`src/rtl/ann_pkg.sv`:
```
// Shared ANN datapath definitions: default widths, Q8.8 saturation limits and
// the neuron FSM encoding used by both the MAC unit and the layer sequencer.
package ann_pkg;

  localparam int ANN_DATA_W   = 16;
  localparam int ANN_FRAC_W   = 8;
  localparam int ANN_ADDR_W   = 5;
  localparam int ANN_N_INPUTS = 28;

  localparam int SAT_MAX = 32767;
  localparam int SAT_MIN = -32768;

  typedef enum logic [1:0] {
    IDLE  = 2'd0,
    RUN   = 2'd1,
    DRAIN = 2'd2,
    FINAL = 2'd3
  } state_t;

endpackage

```
`src/rtl/neuron_output_stage.sv`:
```
// Combinational accumulator-to-output conversion: Q8.8 rescale by arithmetic
// shift (rounds toward -inf), saturate to DATA_W, optional ReLU.
module neuron_output_stage
  import ann_pkg::*;
#(
  parameter int ACC_W    = 38,
  parameter int DATA_W   = ANN_DATA_W,
  parameter int FRAC_W   = ANN_FRAC_W,
  parameter bit ACT_RELU = 1'b1
) (
  input  logic signed [ACC_W-1:0]  acc,
  output logic        [DATA_W-1:0] y
);

  localparam logic signed [ACC_W-1:0] HI = ACC_W'(SAT_MAX);
  localparam logic signed [ACC_W-1:0] LO = ACC_W'(SAT_MIN);

  logic signed [ACC_W-1:0] s;

  always_comb begin
    s = acc >>> FRAC_W;
    if (s > HI)      y = HI[DATA_W-1:0];
    else if (s < LO) y = LO[DATA_W-1:0];
    else             y = s[DATA_W-1:0];
    if (ACT_RELU && y[DATA_W-1]) y = '0;
  end

endmodule

```
`src/rtl/neuron_mac_unit.sv`:
```
// Single-neuron MAC: sweeps weight/activation BRAMs over a shared address,
// accumulates W*X on top of the bias and emits one saturated output per START.
module neuron_mac_unit
  import ann_pkg::*;
#(
  parameter int N_INPUTS = ANN_N_INPUTS,
  parameter int ADDR_W   = ANN_ADDR_W,
  parameter int DATA_W   = ANN_DATA_W,
  parameter int FRAC_W   = ANN_FRAC_W,
  parameter int ACC_W    = 2*DATA_W+ADDR_W+1,
  parameter bit ACT_RELU = 1'b1
) (
  input  logic              CLK,
  input  logic              RST,
  input  logic              START,
  input  logic [DATA_W-1:0] BIAS,
  output logic [ADDR_W-1:0] ADDR,
  output logic              EN,
  output logic              WE,
  input  logic [DATA_W-1:0] W_DO,
  input  logic [DATA_W-1:0] X_DO,
  output logic [DATA_W-1:0] Y,
  output logic              BUSY,
  output logic              DONE
);

  localparam int STAGES = 1;

  state_t state, state_nx;

  logic [ADDR_W-1:0]         cnt;
  logic [STAGES:0]           vld_pipe;
  logic signed [2*DATA_W-1:0] w_ext, x_ext, prod;
  logic signed [ACC_W-1:0]   acc, bias_ext;
  logic [DATA_W-1:0]         y_nx;

  assign w_ext    = (2*DATA_W)'(signed'(W_DO));
  assign x_ext    = (2*DATA_W)'(signed'(X_DO));
  assign bias_ext = ACC_W'(signed'(BIAS));

  // vld_pipe[0]: an address is on the bus this cycle; [1]: prod holds its product
  assign vld_pipe[0] = (state == RUN);

  always_comb begin
    state_nx = state;
    case (state)
      IDLE:    if (START) state_nx = RUN;
      RUN:     if (cnt == ADDR_W'(N_INPUTS-1)) state_nx = DRAIN;
      DRAIN:   state_nx = FINAL;
      FINAL:   state_nx = IDLE;
      default: state_nx = IDLE;
    endcase
  end

  always_ff @(posedge CLK) begin
    if (RST) begin
      state              <= IDLE;
      cnt                <= '0;
      vld_pipe[STAGES:1] <= '0;
      prod               <= '0;
      acc                <= '0;
      Y                  <= '0;
      DONE               <= 1'b0;
    end else begin
      state       <= state_nx;
      vld_pipe[1] <= vld_pipe[0];
      prod        <= w_ext * x_ext;
      DONE        <= (state == FINAL);
      if (state == FINAL) Y <= y_nx;
      if (vld_pipe[1]) acc <= acc + ACC_W'(prod);
      // START only reaches here from IDLE, when the product pipe is empty
      if (state == IDLE && START) begin
        cnt <= '0;
        acc <= bias_ext <<< FRAC_W;
      end else if (state == RUN && state_nx == RUN) begin
        cnt <= cnt + 1'b1;
      end
    end
  end

  neuron_output_stage #(
    .ACC_W    (ACC_W),
    .DATA_W   (DATA_W),
    .FRAC_W   (FRAC_W),
    .ACT_RELU (ACT_RELU)
  ) u_out (
    .acc (acc),
    .y   (y_nx)
  );

  assign ADDR = cnt;
  assign EN   = (state == RUN);
  assign WE   = 1'b0;
  assign BUSY = (state != IDLE);

endmodule
```
`config.mk`:
```
export PLATFORM = sky130hd
export DESIGN_NAME = neuron_mac_unit
export DESIGN_NICKNAME = d
export VERILOG_FILES = /design/src/rtl/ann_pkg.sv /design/src/rtl/neuron_output_stage.sv /design/src/rtl/neuron_mac_unit.sv
export SDC_FILE = /design/constraint.sdc
export NUM_CORES = 1
export LEC_CHECK = 0
export CAP_MARGIN = 20
export CORE_AREA = 2 2 178 198
export DETAILED_ROUTE_END_ITERATION = 10
export DIE_AREA = 0 0 180 200
export PLACE_DENSITY_LB_ADDON = 0.05
export SETUP_SLACK_MARGIN = 0.02
export SYNTH_ARGS = -nofsm -noshare
export SYNTH_HDL_FRONTEND = slang
export SYNTH_HIERARCHICAL = 1
export SYNTH_SLANG_ARGS = --single-unit
```
`constraint.sdc`:
```
create_clock -name CLK -period 8.15 [get_ports CLK]
set_clock_uncertainty 0.05 [all_clocks]
set_input_delay 1.63 -clock CLK [delete_from_list [all_inputs] [get_ports CLK]]
set_output_delay 1.63 -clock CLK [all_outputs]
set_load 0.05 [all_outputs]
```
==> summary.md, run 1 <==
| Metric | Value |
|---|---|
| Hold Path Depth | `1` |
| Synth Warn # | `6` |
| Final setup TNS | `0 ns` |
| Layout Nets | `about 2200` |
| Htree depth | `3` |
| Port bufs | `between 70 and 80` |
| Commonest non-fill, non-tap cell in the layout | `inv_1` |
| Row Count | `slightly above 70` |
| MaxCap Viol Count | `0` |
| Main synth FF type | `dfxtp_1` |
| Tmin final | `7.747 ns` |
| Peak Freq | `129.1 MHz` |
| Post-CTS Setup Bufs | `0` |
| Area after DPL | `about 17000 µm²` |
| Worst hold path class | `register to register` |
| DR DRC count | `0` |
| Worst-Margin Slew | `between 0.9 and 1 ns` |
| Hold_ws | `0.4278 ns` |
| CTS root buffer | `clkbuf_16` |
| Share of cells above drive strength 1 | `0.05614` |
| Unrepaired setup endpoints after global routing | `false` |
| Final count of pins violating max slew | `0` |
| Critical path arrival | `~8 ns` |
| Setup crit end kind | `register` |
| Max FO, Critical Path | `4` |
| WS Path Type | `input port to register` |
| DR vias | `11240` |
| Non-Filler Instances | `about 2300` |
| Syn Std Cell Area | `roughly 15000 µm²` |
| Antenna Cells | `0` |
| Vias in the first global route | `~12000` |
| Most frequent cells in the layout | `inv_1 (334), fa_1 (263), nand2_1 (160)` |
| Clock tree buffer depth | `2` |
| Mean Syn Cell Area | `8.780 µm²` |
| Fill count | `between 3000 and 4000` |
| GR Overflow Total | `0` |
| Routed WL | `roughly 35 mm` |
| Initial antenna violation count | `0` |
| Clk_lat worst skew | `~0.35 ns` |
| Setup crit start kind | `input port` |
| Part of the cycle the worst path needs | `0.9506` |
| First-pass detailed-route iteration total | `5` |
| Setup Viol. Count Final | `0` |
| #FFs+latches synth | `between 90 and 100` |
| Cts hold-fix bufs | `0` |
| Final hold viol count | `0` |
| Post-synth EDFFs | `0` |
| Post-DRT Antenna Nets | `0` |
| DR vias/cell | `between 4 and 5` |
| CORE AREA | `around 34000 µm²` |
| Post-Syn Instances | `~1700` |
| Worst reg2reg path depth | `12` |
| Library cells used by synthesis | `64` |
| GRT Overall Usage | `0.2029` |
| HPWL after DPL | `slightly below 30 mm` |
| Post-Place Cells | `2239` |
| Synthesized Nets | `around 2200` |
| Resize count post-CTS | `0` |
| Asr flop ratio synth | `0` |
| Reg clk slew, reported paths | `~0.070 ns` |
| TritonCTS Sinks | `95` |
| Multi-input gate area | `~12000 µm²` |
| CTS Buf Count | `9` |
| Slew margin rel. | `0.3384` |
| Initial DRC Count | `approximately 490` |
| Register area share after synthesis | `0.1256` |
| Seq. cell area | `1902 µm²` |
| DIE HEIGHT | `~200 µm` |
| Pin count of the biggest net entering global routing | `57` |
| Post-route cell area | `approximately 17000 µm²` |
| CTS tree | `built` |
| Die area | `~36000 µm²` |
| Outcome | `complete, no violations` |
| WL per Instance | `roughly 15 µm` |
| Initial core utilization | `0.4472` |
| Placer Congestion | `between 0.8 and 0.9` |
| First-pass GRT wire length | `59.77 mm` |
| Top Ports | `76` |
| Area Overhead vs Synth | `12.36%` |
| DIE WIDTH | `between 150 and 200 µm` |
| CP Data Required Time | `8.33 ns` |
[cell usage after synthesis, types with 12 or more instances]
| library cell | n | area share |
|---|---|---|
| a211oi_1 | 22 | 0.011 |
| nand3_1 | 14 | 0.0046 |
| nand2_1 | 160 | 0.040 |
| and2_1 | 126 | 0.052 |
| clkbuf_1 | 57 | 0.014 |
| ha_1 | 120 | 0.099 |
| a21o_1 | 28 | 0.014 |
| nor2_1 | 100 | 0.025 |
| nand2b_1 | 33 | 0.014 |
| fa_1 | 263 | 0.35 |
| dfxtp_1 | 95 | 0.13 |
| mux2i_1 | 12 | 0.0079 |
| a22o_1 | 17 | 0.0098 |
| xnor2_1 | 37 | 0.021 |
| o21ai_0 | 39 | 0.013 |
| a21oi_1 | 88 | 0.029 |
| inv_1 | 334 | 0.083 |
| xor2_1 | 22 | 0.013 |
| nor2b_1 | 14 | 0.0058 |
[cell type report]
| cell class | count | area share |
|---|---|---|
| multi-input combinational | 1232 | 0.6890 |
| sequential | 95 | 0.1118 |
| timing repair buffer | 140 | 0.07548 |
| inverter | 334 | 0.07371 |
| tap | 438 | 0.03222 |
| clock buffer | 12 | 0.01449 |
| clock inverter | 4 | 0.003237 |
[metrics by stage]
| step | worst slack (ns) | utilization |
|---|---|---|
| finish | 0.4029 | 0.5025 |
| detailed placement | -0.01085 | 0.4935 |
| global placement | 0.06888 | 0.4935 |
| global route | 0.03100 | 0.5025 |
| CTS | 0.3441 | 0.5024 |
| floorplan | 0.6636 | - |
[cells by family after synthesis]
logic type	synth area share
AO/OA/AOI/OAI	0.1212
AND/OR/NAND/NOR	0.1627
flip-flops	0.1256
buffers and inverters	0.1002
other	0.0004961
XOR/XNOR	0.03414
multiplexers	0.008679
adder cells (fa/ha/maj)	0.4470
[path summary, 6_finish.rpt]
kind | startpoint | endpoint | slack (ns)
worst max-delay path | W_DO[7] | prod[30]$_SDFF_PP0_ | 0.40
worst min-delay path | Y[9]$_SDFFE_PP0P_ | Y[9]$_SDFFE_PP0P_ | 0.43
worst max register to register | acc[0]$_SDFFE_PP0P_ | acc[36]$_SDFFE_PP0P_ | 4.99
worst min register to register | Y[9]$_SDFFE_PP0P_ | Y[9]$_SDFFE_PP0P_ | 0.43
[critical path, stage by stage]
cell and delay [ns]:
clkdlybuf4s50_1 0.53, and2_1 0.23, fa_1 0.51, inv_1 0.06, fa_1 0.51, fa_1 0.53
inv_1 0.05, fa_1 0.46, fa_1 0.54, inv_1 0.05, fa_1 0.53, inv_1 0.04
ha_1 0.35, o21ai_0 0.14, nor3b_1 0.26, a31oi_2 0.14, o21ai_0 0.18, a21oi_1 0.13
o31ai_1 0.36, a211oi_1 0.16, a21oi_1 0.18, mux2_2 0.35
[flip-flops by register name (all words and copies together) (netlist names)]
register  flops
DONE          1
vld_pipe      1
state         2
prod         32
Y            16
acc          38
ADDR          5
[per-layer routing]
layer / part of all wire / track usage / vias to the layer above / routed length (µm)
li1: - / - / 5581 / -
met1: 0.50 / 0.2897 / 5439 / 17490
met2: 0.45 / 0.3417 / 198 / 15750
met3: 0.029 / 0.01361 / 24 / 1012
met4: 0.012 / 0.04487 / 0 / 425
met5: 0 / 0 / - / 0
Power of run 1 is left out: the tool's default activity adds up to more than one toggle a clock period on the data nets, which glitch-free logic cannot reach.
==> inputs of run 2 (changes only) <==
CAP_MARGIN = unset   (was 20)
==> results of run 2 <==
The final DEF is identical to that of run 1; final timing and power are the same.
Power of run 2 is left out for the same reason.
